[config.mk]
export PLATFORM = sky130hd
export DESIGN_NAME = pipe_stage_chain
export DESIGN_NICKNAME = d
export VERILOG_FILES = /design/src/rtl/pipe_stage_chain.sv
export SDC_FILE = /design/constraint.sdc
export NUM_CORES = 1
export LEC_CHECK = 0
export BUFFER_PORTS_ARGS = -buffer_cell sky130_fd_sc_hd__buf_2
export CORE_MARGIN = 5
export CORE_UTILIZATION = 45
export DETAILED_ROUTE_END_ITERATION = 16
export PLACE_DENSITY_LB_ADDON = 0.12
export SETUP_SLACK_MARGIN = 0.3
export SYNTH_ARGS = -nofsm -noshare
export SYNTH_HDL_FRONTEND = slang
export SYNTH_SLANG_ARGS = --single-unit
[constraint.sdc]
create_clock -name clk -period 2.3 [get_ports clk]
set_input_delay 0.115 -clock clk [delete_from_list [all_inputs] [get_ports clk]]
set_output_delay 0.115 -clock clk [all_outputs]
set_load 0.02 [all_outputs]
[src/rtl/pipe_stage_chain.sv]
`default_nettype none
// ============================================================================
// Module   : pipe_stage_chain
// Brief    : DEPTH-stage pipeline register chain with valid bits, global stall,
//            per-stage flush (bubble insertion), occupancy and kill counter.
// Revision : 1.0 - initial release
// ============================================================================
module pipe_stage_chain #(
    parameter int DATA_W = 32,
    parameter int CTRL_W = 16,
    parameter int DEPTH  = 1,
    parameter int CNT_W  = 16,
    localparam int OCC_W = $clog2(DEPTH + 1)
) (
    input  logic              clk,
    input  logic              reset,
    input  logic              stall,
    input  logic [DEPTH-1:0]  flush,
    input  logic              in_valid,
    input  logic [CTRL_W-1:0] in_ctrl,
    input  logic [DATA_W-1:0] in_data,
    output logic              out_valid,
    output logic [CTRL_W-1:0] out_ctrl,
    output logic [DATA_W-1:0] out_data,
    output logic [DEPTH-1:0]  stage_valid,
    output logic [OCC_W-1:0]  occupancy,
    output logic [CNT_W-1:0]  kill_count
);

    localparam int            KW         = CNT_W + OCC_W;
    localparam logic [KW-1:0] C_KILL_MAX = KW'({CNT_W{1'b1}});

    logic [DEPTH-1:0]  r_valid;
    logic [CTRL_W-1:0] r_ctrl [DEPTH];
    logic [DATA_W-1:0] r_data [DEPTH];
    logic [OCC_W-1:0]  r_occ;
    logic [CNT_W-1:0]  r_kill;

    logic [DEPTH-1:0]  w_cand_valid;
    logic [DEPTH-1:0]  w_nxt_valid;
    logic [CTRL_W-1:0] w_nxt_ctrl [DEPTH];
    logic [DATA_W-1:0] w_nxt_data [DEPTH];
    logic [OCC_W-1:0]  w_occ_nxt;
    logic [OCC_W-1:0]  w_kill_inc;
    logic [KW-1:0]     w_kill_sum;
    logic [CNT_W-1:0]  w_kill_nxt;

    for (genvar gi = 0; gi < DEPTH; gi++) begin : g_stage
        logic              w_src_valid;
        logic [CTRL_W-1:0] w_src_ctrl;
        logic [DATA_W-1:0] w_src_data;
        logic [CTRL_W-1:0] w_cand_ctrl;
        logic [DATA_W-1:0] w_cand_data;

        if (gi == 0) begin : g_head
            assign w_src_valid = in_valid;
            assign w_src_ctrl  = in_valid ? in_ctrl : '0;
            assign w_src_data  = in_data;
        end else begin : g_body
            assign w_src_valid = r_valid[gi-1];
            assign w_src_ctrl  = r_ctrl[gi-1];
            assign w_src_data  = r_data[gi-1];
        end

        assign w_cand_valid[gi] = stall ? r_valid[gi] : w_src_valid;
        assign w_cand_ctrl      = stall ? r_ctrl[gi]  : w_src_ctrl;
        assign w_cand_data      = stall ? r_data[gi]  : w_src_data;

        // Flush wins over stall: the held or advancing entry becomes a bubble.
        assign w_nxt_valid[gi] = w_cand_valid[gi] & ~flush[gi];
        assign w_nxt_ctrl[gi]  = flush[gi] ? '0 : w_cand_ctrl;
        assign w_nxt_data[gi]  = w_cand_data;
    end

    always_comb begin
        w_occ_nxt  = '0;
        w_kill_inc = '0;
        for (int i = 0; i < DEPTH; i++) begin
            w_occ_nxt  = w_occ_nxt  + OCC_W'(w_nxt_valid[i]);
            w_kill_inc = w_kill_inc + OCC_W'(w_cand_valid[i] & flush[i]);
        end
        w_kill_sum = KW'(r_kill) + KW'(w_kill_inc);
        w_kill_nxt = (w_kill_sum > C_KILL_MAX) ? {CNT_W{1'b1}} : w_kill_sum[CNT_W-1:0];
    end

    always_ff @(posedge clk or posedge reset) begin
        if (reset) begin
            r_valid <= '0;
            r_occ   <= '0;
            r_kill  <= '0;
            for (int i = 0; i < DEPTH; i++) begin
                r_ctrl[i] <= '0;
                r_data[i] <= '0;
            end
        end else begin
            r_valid <= w_nxt_valid;
            r_occ   <= w_occ_nxt;
            r_kill  <= w_kill_nxt;
            for (int i = 0; i < DEPTH; i++) begin
                r_ctrl[i] <= w_nxt_ctrl[i];
                r_data[i] <= w_nxt_data[i];
            end
        end
    end

    assign out_valid   = r_valid[DEPTH-1];
    assign out_ctrl    = r_ctrl[DEPTH-1];
    assign out_data    = r_data[DEPTH-1];
    assign stage_valid = r_valid;
    assign occupancy   = r_occ;
    assign kill_count  = r_kill;

endmodule
`default_nettype wire

---- Word level (Yosys, flattened, before mapping) ----
Index checks and enable logic that the tools add are counted.
word-level totals
  output and inout bits ................... 67
  register bits after elaboration ......... 65
  logic and storage cells ................. 15
  input bits .............................. 53
operators by class
  $lt $le $gt $ge ......................... 1
  equal/unequal tests ..................... 1
  bitwise gates (word level) .............. 3
  $add $sub $neg .......................... 1
  muxes and demuxes ....................... 5
operators with widths
  kind                    count
  $mux W16                4
  $add A16 B1 Y17         1
  $gt A17 B16 Y1 const B  1
  $and A1 B1 Y1           2
  $ne A2 B1 Y1 const B    1
  $mux W1                 1
  $not A1 Y1              1

---- Logic depth before layout (Yosys ltp) ----
Gate-level depths: netlist (run 1).
  depth in word-level cells ............... 5
  mapped depth ............................ 9

---- Least setup slack after synthesis (run 1) ----
Ideal clock, no wire load.
  path type ............................... register -> register
  start point ............................. register r_valid, in the netlist out_valid
  end point ............................... register r_kill[14], in the netlist kill_count[14]
  stages on the path, launching flop included .. 8
  buffers on the path ..................... 0
  clock period less this slack ............ 1841 ps
  data arrival time ....................... 1716 ps
  setup slack ............................. 459 ps
  cells stage by stage .................... dfrtp_1 mux2i_1 nor2b_1 ha_1 nand4_4 nor2_4 and3_1 mux2_4
between the ends
  word-level cells in the longest chain between the ends .. 5
RTL lines
  element                   line  text
  start: declaration        33    logic [DEPTH-1:0] r_valid;
  start signal: assignment  96    r_valid <= w_nxt_valid;
  $mux W1 (*)               65    assign w_cand_valid[gi] = stall ? r_valid[gi] : w_src_valid;
  $and A1 B1 Y1 (*)         80    w_kill_inc = w_kill_inc + OCC_W'(w_cand_valid[i] & flush[i]);
  $add A16 B1 Y17 (*)       82    w_kill_sum = KW'(r_kill) + KW'(w_kill_inc);
  $gt A17 B16 Y1            83    w_kill_nxt = (w_kill_sum > C_KILL_MAX) ? {CNT_W{1'b1}} : w_kill_sum[CNT_W-1:0];
  $mux W16 (*)              83
  net w_kill_nxt[14]        46    logic [CNT_W-1:0] w_kill_nxt;
  end signal: assignment    98    r_kill <= w_kill_nxt;
  end: declaration          37    logic [CNT_W-1:0] r_kill;
Mark *: on every way through the listed nets, which the timed path passes. The rest lies on a longest branch.
A chain may end at the register's enable or synchronous reset.

---- Worst setup path after layout (run 1) ----
  start point ............................. input flush
  end point ............................... register r_kill[14], in the netlist kill_count[14]
between the ends
  word-level cells in the longest chain between the ends .. 4
RTL lines
  element              line  text
  start: declaration   18    input logic [DEPTH-1:0] flush,
  $and A1 B1 Y1 (*)    80
  $add A16 B1 Y17 (*)  82
  $gt A17 B16 Y1       83
  $mux W16 (*)         83
  net w_kill_nxt[14]   46
Marked as above.

==> flow_metrics.env, run 1 <==
export IMPL_io_pins=120
export IMPL_io_buffers=119
export IMPL_fillers=471
export IMPL_fin_nets=387
export IMPL_dr_pass1_iters=4
export IMPL_combPwrFrac_pct=17.2
export IMPL_clock_path_buffers=2
export IMPL_whs_ns=0.01693
export IMPL_cp_start_kind="input port"
export IMPL_critPathSlowestCell="dlygate4sd3_1"
export IMPL_tightest_slew_ns=0.6816
export IMPL_die_y_microns=86.61
export IMPL_drive_above_1_share_pct=53.12
export IMPL_routed_via_density=4.801
export IMPL_fin_crit_ns=1.821
export IMPL_period_share_pct=79.19
export IMPL_cap_violations=0
export IMPL_finalMaxSlewViolations=0
export IMPL_setup_violations=0
export IMPL_crit_path_end_kind="flop"
export IMPL_power_mw=3.041
export IMPL_rows=28
export IMPL_grt_max_degree=35
export IMPL_p_int_mw=2.201
export IMPL_synth_warnings=0
export IMPL_initial_core_util_pct=45.42
export IMPL_antennaDiodeCount=0
export IMPL_clock_skew_ns=0.008471
export IMPL_max_freq_mhz=549.1
export IMPL_setup_ws_ns=0.4787
export IMPL_power_frac_clock_pct=38.2
export IMPL_seq_area_sq_mm=0.001627
export IMPL_utilization_pct=64.80
export IMPL_worstPathCellList="dlygate4sd3_1, buf_2, nor2b_1, ha_1, nand4_4, nor2_4, and3_1, mux2_4"
export IMPL_dp_hpwl_mm=4.339
export IMPL_path_clk_slew_ns=0.08
export IMPL_pre_cts_slack_ns=0.5005
export IMPL_ctsResizeCount=0
export IMPL_drt_initial_drc_count=51
export IMPL_leakagePower_nw=1.982
export IMPL_cts_buffers=9
export IMPL_routedWlPerCell_microns=14.86
export IMPL_hp_class="in2reg"
export IMPL_ir_worst_vdd_mv=0.5457
export IMPL_die_area_sq_mm=0.007501
export IMPL_critPathKind="in2reg"
export IMPL_coreArea_sq_mm=0.005816
export IMPL_outcome="finished clean"
export IMPL_async_flop_share_pct=100.0
export IMPL_grt_pass1_vias=2034
export IMPL_critPathRequiredTime_ns=2.52
export IMPL_synth_area_sq_mm=0.002641
export IMPL_post_route_drc_count=0
export IMPL_cts_tree="done"
export IMPL_syn2layout_area_growth_pct=42.68
export IMPL_grt_antenna_before_repair=0
export IMPL_synth_ff_type="dfrtp_1"
export IMPL_arrival_ns=2.04
export IMPL_fin_tns_setup_ns=0
export IMPL_cpPeakStageDelay_ns=0.54
export IMPL_synth_edf_count=0
export IMPL_share_seq_of_total_power_pct=44.6
export IMPL_grt_usage_pct=17.16
export IMPL_syn_nets=243
export IMPL_postSynthCellCount=188
export IMPL_clock_sinks=65
export IMPL_clk_latency_ns=0.33
export IMPL_htreeDepth=3
export IMPL_ys_seq_elements=65
export IMPL_cts_hold_buf=14
export IMPL_place_gp_congestion=0.8205
export IMPL_critPathMaxFanout=4
export IMPL_clockRootBuffer="clkbuf_8"
export IMPL_post_cts_buffers=0
export IMPL_grt_pass1_wl_mm=10.01
export IMPL_synth_cell_types=29
export IMPL_p_sw_mw=0.8403
export IMPL_drt_wl_total_mm=6.122
export IMPL_synth_seq_area_share_pct=61.58
export IMPL_synth_area_per_cell_sq_um=14.05
export IMPL_p_per_area_mw_per_mm2=807.0
export IMPL_hold_viol=0
export IMPL_gr_total_overflow=0
export IMPL_multi_input_area_sq_um=947.2
export IMPL_grt_setup_unrepaired="no"
export IMPL_ant_nets=0
export IMPL_die_w_microns=86.61
export IMPL_slew_headroom_pct=54.50
export IMPL_switching_share_pct=27.63
export IMPL_via_count=1978
==> power by group through the flow <==
stage	Sequential (mW)	Clock, mW	Combinational (mW)
2_1_floorplan	1.50	0	0.166
3_3_place_gp	1.37	0	0.502
3_5_place_dp	1.37	0	0.506
4_1_cts	1.36	1.20	0.525
5_1_grt	1.37	1.25	0.573
6_report	1.36	1.16	0.524
==> cells in the mapped netlist, types with 3 or more instances <==
library cell / count / share of area (%)
dfrtp_1: 65 / 62
mux2_2: 32 / 14
nand2_1: 17 / 2.4
a22o_1: 16 / 5.3
buf_2: 9 / 1.7
xor2_1: 8 / 2.7
and3_1: 4 / 0.95
xnor2_1: 4 / 1.3
nand4_1: 3 / 0.71
nor2_1: 3 / 0.43
==> cells in the final DEF (no fill, tap or decap), types with 2 or more instances in the layout <==
cell,n
a22o_1,16
and3_1,4
and4_1,2
buf_2,119
buf_4,2
bufinv_16,3
clkbuf_8,9
clkinvlp_4,2
dfrtp_1,65
dlygate4sd3_1,22
ha_1,2
mux2_2,32
mux2i_1,2
nand2_1,17
nand2b_1,2
nand3_1,2
nand4_1,3
nor2_1,3
nor2b_1,2
xnor2_1,4
xor2_1,8
==> metrics by stage <==
step,cell area [sq um],instances
2_1_floorplan,2641,188
3_3_place_gp,3306,374
3_5_place_dp,3306,374
4_1_cts,3689,404
5_1_grt,3769,412
6_report,3769,412
==> cells by family (layout without fill, tap and decap cells) <==
logic type                 Yosys count  after routing  share of synthesized area [%]
DFF                                 65             65                          61.58
and+or+nand+nor                     43             43                          10.23
muxes                               35             35                          14.97
AOI/OAI and AO/OA                   18             18                          5.732
buffers and inverters               13            162                          2.558
xor gates and xnor gates            12             12                          3.979
adders and majority gates            2              2                         0.9473
==> path summary, 6_finish.rpt <==
| path | from | to | slack (ns) | depth (start not counted) |
|---|---|---|---|---|
| worst max register to register | out_valid | kill_count[14] | 0.52 | 7 |
| worst min register to register | out_data[21] | out_data[21] | 0.50 | 1 |
| min in group asynchronous | reset | out_data[8] | 0.44 | 3 |
| max in group asynchronous | reset | out_data[0] | 1.23 | 4 |
| worst min-delay path | in_ctrl[13] | out_ctrl[13] | 0.02 | 2 |
| worst max-delay path | flush | kill_count[14] | 0.48 | 8 |
==> per-layer routing <==
layer	GRT usage [%]	vias to the layer above	routed length (microns)
li1	-	948	-
met5	0	-	0
met1	22.72	944	2684
met4	7.507	0	73
met2	26.15	79	2838
met3	5.133	7	526
==> layout make-up <==
| class | instances | share of cell area [%] |
|---|---|---|
| clock buffer | 9 | 3.287 |
| clock inverter | 7 | 3.154 |
| inverter | 2 | 0.1992 |
| multi-input combinational | 110 | 25.13 |
| sequential | 65 | 43.16 |
| tap | 75 | 2.490 |
| timing repair buffer | 144 | 22.58 |
==> critical path: cells and delay by family <==
kind	cells	cell delay, ns
muxes	1	0.29
and+or+nand+nor	4	0.69
adders and majority gates	1	0.24
buffers and inverters	2	0.70
==> state kept, by name, indices dropped and copies added, names as in the netlist <==
name / cells
kill_count: 16
out_ctrl: 16
out_data: 32
out_valid: 1
(Power assumes the default switching activity.)
==> inputs of run 2 (changes only) <==
- CORE_UTILIZATION: 45 -> 42
- clock period: 2.3 -> 1.6 ns (I/O delays scaled with it)
==> run 2 against run 1 <==
The run now ends with negative setup slack left. Die area is 6.3% higher. Via count increased by 10%. Critical path type is now reg2reg. Clock power increased by 18%. Critical endpoint unchanged. Power is 40% higher. Hold slack better by 0.036 ns. First-iteration DRC count fell by 9.8%. Final area up 14%. Clock skew down 0.00053 ns. Worst setup slack worse by 0.49 ns.
==> flow_metrics.env, run 2 (same netlist as run 1, synthesis figures left out) <==
export IMPL_power_mw=4.265
export IMPL_rows=28
export IMPL_grt_setup_unrepaired="yes"
export IMPL_drt_wl_total_mm=7.221
export IMPL_cap_violations=0
export IMPL_coreArea_sq_mm=0.006026
export IMPL_tightest_slew_ns=0.6424
export IMPL_max_freq_mhz=619.6
export IMPL_clockRootBuffer="clkbuf_8"
export IMPL_fillers=421
export IMPL_finalMaxSlewViolations=0
export IMPL_cts_tree="done"
export IMPL_setup_ws_ns=-0.01382
export IMPL_final_common_cell="buf_2"
export IMPL_ant_nets=0
export IMPL_outcome="finished, violations left"
export IMPL_antennaDiodeCount=0
export IMPL_clock_sinks=65
export IMPL_grt_usage_pct=19.00
export IMPL_slew_headroom_pct=57.13
export IMPL_dp_hpwl_mm=4.379
export IMPL_final_cell_mix="buf_2 (119), dfrtp_1 (64), dlygate4sd3_1 (49), mux2_2 (32), a22o_1 (16)"
export IMPL_routed_via_density=4.793
export IMPL_ir_worst_vdd_mv=0.6934
export IMPL_grt_pass1_vias=2342
export IMPL_drive_above_1_share_pct=56.84
export IMPL_die_area_sq_mm=0.007974
export IMPL_p_per_area_mw_per_mm2=989.6
export IMPL_critPathMaxFanout=2
export IMPL_leakagePower_nw=2.213
export IMPL_crit_path_end_kind="flop"
export IMPL_routedWlPerCell_microns=15.87
export IMPL_cp_start_kind="flop"
export IMPL_hold_viol=0
export IMPL_cts_buffers=9
export IMPL_grt_max_degree=38
export IMPL_drt_initial_drc_count=46
export IMPL_clk_latency_ns=0.32
export IMPL_gr_total_overflow=0
export IMPL_syn2layout_area_growth_pct=63.15
export IMPL_place_gp_congestion=0.7466
export IMPL_path_clk_slew_ns=0.07
export IMPL_die_w_microns=89.30
export IMPL_htreeDepth=3
export IMPL_fin_nets=431
export IMPL_fin_crit_ns=1.614
export IMPL_clock_path_buffers=2
export IMPL_period_share_pct=100.9
export IMPL_initial_core_util_pct=43.83
export IMPL_hp_class="in2reg"
export IMPL_critPathRequiredTime_ns=1.81
export IMPL_grt_pass1_wl_mm=11.43
export IMPL_via_count=2181
export IMPL_setup_violations=2
export IMPL_io_buffers=119
export IMPL_utilization_pct=71.51
export IMPL_io_pins=120
export IMPL_die_y_microns=89.30
export IMPL_post_route_drc_count=0
export IMPL_violations="negative setup slack"
export IMPL_arrival_ns=1.83
export IMPL_clock_skew_ns=0.007941
export IMPL_largest_reg_flops=32
export IMPL_dr_pass1_iters=4
export IMPL_critPathKind="reg2reg"
export IMPL_grt_antenna_before_repair=0
run 2: layer usage:
layer  GRT usage, %  share of wire, %  up-vias
met3          4.332               7.9       10
met1          23.14                40     1048
li1               -                 -     1041
met4          7.984               1.5        0
met2          32.42                51       82
met5              0                 0        -
run 2: repair_timing:
| item | 4_1_cts | 5_1_grt |
|---|---|---|
| hold endpoints to repair | 94 | 0 |
| buffers inserted | 3 | 1 |
| resized for setup | 17 | 14 |
| pin swaps | 8 | 12 |
| setup endpoints to repair | 16 | 16 |
| cloned | 1 | 0 |
| hold buffers | 49 | 0 |
run 2: stage by stage:
stage	TNS [ns]	hold WS [ns]	cell area, sq um	worst slack (ns)	instances
finish	-0.02372	0.05254	4309	-0.01382	455
global route	-0.8800	0.05462	4309	-0.1035	455
CTS	-0.1250	0.03626	4227	-0.04190	454
detailed placement	-0.09288	0.04970	3426	-0.03610	386
global placement	-0.02478	0.04553	3426	-0.01362	386
floorplan	-0.2584	0.1427	2671	-0.1481	188
run 2: area by class of cell:
| class | count | area [sq um] | share of cell area, % |
|---|---|---|---|
| Sequential cell | 65 | 1628 | 37.78 |
| Timing Repair Buffer | 188 | 1304 | 30.26 |
| Multi-Input combinational cell | 110 | 1077 | 25.00 |
| Clock buffer | 12 | 155.1 | 3.600 |
| Tap cell | 75 | 93.84 | 2.178 |
| Clock inverter | 3 | 40.04 | 0.9292 |
| Inverter | 2 | 11.26 | 0.2613 |
run 2: final timing paths:
check / to / slack, ns / start / cells after the start
worst max-delay path: kill_count[14] / -0.01 / out_valid / 7
worst min-delay path: out_valid / 0.05 / flush / 3
worst max register to register: kill_count[14] / -0.01 / out_valid / 7
worst min register to register: out_data[29] / 0.50 / out_data[29] / 1
max in group asynchronous: out_ctrl[11] / 0.81 / reset / 4
min in group asynchronous: out_data[16] / 0.27 / reset / 3
run 2: worst max-delay path, stage by stage (launching register included):
cell,delay [ns]
dfrtp_2,0.37
mux2i_2,0.08
nor2b_2,0.14
ha_2,0.22
nand4_4,0.11
nor2_4,0.12
and3_1,0.18
mux2_4,0.29
run 2: where the power goes:
part	switching (mW)	leakage (nW)	internal (mW)
Clock	0.580	0.102	0.792
Combinational	0.474	1.30	0.445
Sequential	0.173	0.814	1.80
Total	1.23	2.21	3.04
==> inputs of run 3 (changes only) <==
- ABC_AREA: unset -> 1
- CORE_UTILIZATION: 42 -> 43
==> run 3 against run 2 <==
The run now ends clean. Critical path type unchanged. Synthesized cell count increased by 74%. Count of clock-buffer cells in the layout is 1 lower. Sequential power shrank 2%. Core utilization shrank 2.9 points. Global-route usage increased by 0.69 points. Wire length grew 8.2%. Die area is 3.3% higher.
==> flow_metrics.env, run 3 <==
export IMPL_die_w_microns=90.75
export IMPL_fin_nets=561
export IMPL_ys_seq_elements=65
export IMPL_drt_wl_total_mm=7.811
export IMPL_initial_core_util_pct=44.16
export IMPL_critPathRequiredTime_ns=1.87
export IMPL_gr_total_overflow=0
export IMPL_ant_nets=0
export IMPL_arrival_ns=1.79
export IMPL_fillers=525
export IMPL_synth_cell_types=22
export IMPL_die_y_microns=90.75
export IMPL_path_buf_inv=0
export IMPL_tightest_slew_ns=0.5330
export IMPL_drive_above_1_share_pct=33.86
export IMPL_critPathSlowestCell="dfrtp_2"
export IMPL_cp_start_kind="flop"
export IMPL_drt_initial_drc_count=71
export IMPL_syn2layout_area_growth_pct=55.29
export IMPL_rows=29
export IMPL_final_cell_mix="nand2_1 (147), buf_2 (116), dfrtp_1 (64), dlygate4sd3_1 (48), nand3_1 (18)"
export IMPL_routed_via_density=4.770
export IMPL_path_clk_slew_ns=0.07
export IMPL_place_area_sq_mm=0.003533
export IMPL_max_freq_mhz=661.1
export IMPL_seq_area_sq_mm=0.001628
export IMPL_grt_pass1_wl_mm=13.15
export IMPL_die_area_sq_mm=0.008236
export IMPL_final_common_cell="nand2_1"
export IMPL_worstPathCellList="a21boi_2, nor2_2, ha_2, nand2_2, nor2_4, nand2_4, nor2_4, nand3_4, nand2_2"
export IMPL_crit_family="simple AND/OR/NAND/NOR gates"
export IMPL_postSynthCellCount=327
export IMPL_clock_sinks=65
export IMPL_syn_nets=382
export IMPL_critical_path_depth=9
export IMPL_ir_worst_vdd_mv=0.7352
export IMPL_finalMaxSlewViolations=0
export IMPL_r2r_cells=9
export IMPL_post_route_drc_count=0
export IMPL_yosysMostFrequentCell="nand2_1"
export IMPL_clock_path_buffers=2
export IMPL_grt_max_degree=44
export IMPL_synth_ff_type="dfrtp_1"
export IMPL_async_flop_share_pct=100.0
export IMPL_hp_class="in2reg"
export IMPL_place_gp_congestion=0.8156
export IMPL_synth_area_sq_mm=0.002804
export IMPL_clock_skew_ns=0.006211
export IMPL_synth_edf_count=0
export IMPL_hold_viol=0
export IMPL_dr_pass1_iters=4
export IMPL_grt_antenna_before_repair=1
export IMPL_setup_violations=0
export IMPL_multi_input_area_sq_mm=0.001116
export IMPL_synth_warnings=0
export IMPL_routedWlPerCell_microns=13.28
export IMPL_holdPathStages=3
export IMPL_synth_area_per_cell_sq_um=8.575
export IMPL_grt_pass1_vias=2830
export IMPL_fin_crit_ns=1.513
export IMPL_dp_hpwl_mm=5.009
export IMPL_period_share_pct=94.53
export IMPL_cpPeakStageDelay_ns=0.37
export IMPL_p_per_area_mw_per_mm2=1019
export IMPL_clk_latency_ns=0.33
export IMPL_htreeDepth=3
export IMPL_stdcell_area_sq_mm=0.004354
export IMPL_grt_setup_unrepaired="yes"
export IMPL_cts_tree="done"
export IMPL_largest_reg_flops=32
export IMPL_yosys_area_top_type="dfrtp_1"
export IMPL_via_count=2805
export IMPL_leakagePower_nw=2.352
export IMPL_synth_seq_area_share_pct=58.01
export IMPL_coreArea_sq_mm=0.006350
export IMPL_cts_buffers=9
export IMPL_critPathMaxFanout=8
export IMPL_antennaDiodeCount=0
export IMPL_netlist_area_leader_share_pct=58.01
export IMPL_cap_violations=0
export IMPL_grt_usage_pct=19.69
export IMPL_yosys_top_cells_area="dfrtp_1 (58%), nand2_1 (21%), nand3_1 (3.2%), o21ai_0 (3.2%), nor2_1 (2.5%)"
export IMPL_critPathKind="reg2reg"
export IMPL_power_mw=4.438
export IMPL_synth_top_cells_by_count="nand2_1 (154), dfrtp_1 (65), nor2_1 (19)"
export IMPL_outcome="finished clean"
export IMPL_slew_headroom_pct=64.39
export IMPL_crit_path_end_kind="flop"
export IMPL_io_pins=120
export IMPL_io_buffers=119
export IMPL_clockRootBuffer="clkbuf_8"
run 3: changes by cell type after synthesis, sizes merged, moves of 9 or more:
cell,before,now
nand2,17,159
mux2,33,0
nor2,4,21
o21ai,1,18
a22o,16,0
nand3,3,19
clkbuf,0,9
inv,2,11
run 3: area by class of cell:
cell class | instances | area share (%)
Tap cell | 77 | 2.213
Multi-Input combinational cell | 236 | 25.63
Inverter | 11 | 1.092
Sequential cell | 65 | 37.38
Clock buffer | 11 | 3.017
Clock inverter | 5 | 2.385
Timing Repair Buffer | 183 | 28.28
run 3: kinds of logic after synthesis:
group           share of synthesized area (%)
xor+xnor                                2.499
fa+ha+maj                              0.8923
flops                                   58.01
simple gates                            29.76
compound gates                          4.552
buf+inv                                 4.284
run 3: what timing repair did:
action / CTS / global route
endpoints found under the hold margin: 68 / 1
cloned: 1 / 0
setup endpoints to repair: 16 / 16
gates resized for setup: 6 / 12
hold buffers: 47 / 1
pin swaps: 12 / 5
buffers inserted: 3 / 2
run 3: worst paths after layout:
path,startpoint,endpoint,slack (ns)
worst max register to register,out_valid,kill_count[10],0.09
worst min register to register,out_data[30],out_data[30],0.47
worst max-delay path,out_valid,kill_count[10],0.09
min in group asynchronous,reset,out_data[18],0.33
max in group asynchronous,reset,out_ctrl[15],0.74
worst min-delay path,in_ctrl[9],out_ctrl[9],0.02
run 3: metal layers:
| metal | vias up | track usage (%) | wire length (microns) |
|---|---|---|---|
| met2 | 104 | 31.72 | 3773 |
| li1 | 1379 | - | - |
| met4 | 2 | 8.437 | 198 |
| met1 | 1298 | 23.97 | 3262 |
| met3 | 22 | 6.583 | 568 |
| met5 | - | 0 | 9 |
run 3: power breakdown:
part           leakage, nW  switching (mW)  internal [mW]  total, mW
logic                 1.41           0.505          0.369      0.873
clock network        0.118           0.602           1.04       1.64
registers            0.820           0.131           1.80       1.93
run 3: stage by stage:
stage / utilization, % / hold WS, ns / setup TNS [ns] / worst slack (ns) / instances
5_1_grt: 68.57 / 0.01041 / -0.08372 / -0.02262 / 588
3_3_place_gp: 55.65 / 0.1558 / 0 / 0.02272 / 518
3_5_place_dp: 55.65 / 0.1569 / -0.2031 / -0.03065 / 518
4_1_cts: 67.59 / -0.1004 / 0 / 0.04163 / 585
2_1_floorplan: - / 0.1427 / 0 / 0.008704 / 327
6_report: 68.57 / 0.02097 / 0 / 0.08747 / 588
run 3: worst reg2reg max path: cells and delay by family, from the launching register on:
kind,cells,cell delay [ns]
compound gates,1,0.06
fa+ha+maj,1,0.18
flops,1,0.37
simple gates,7,0.83
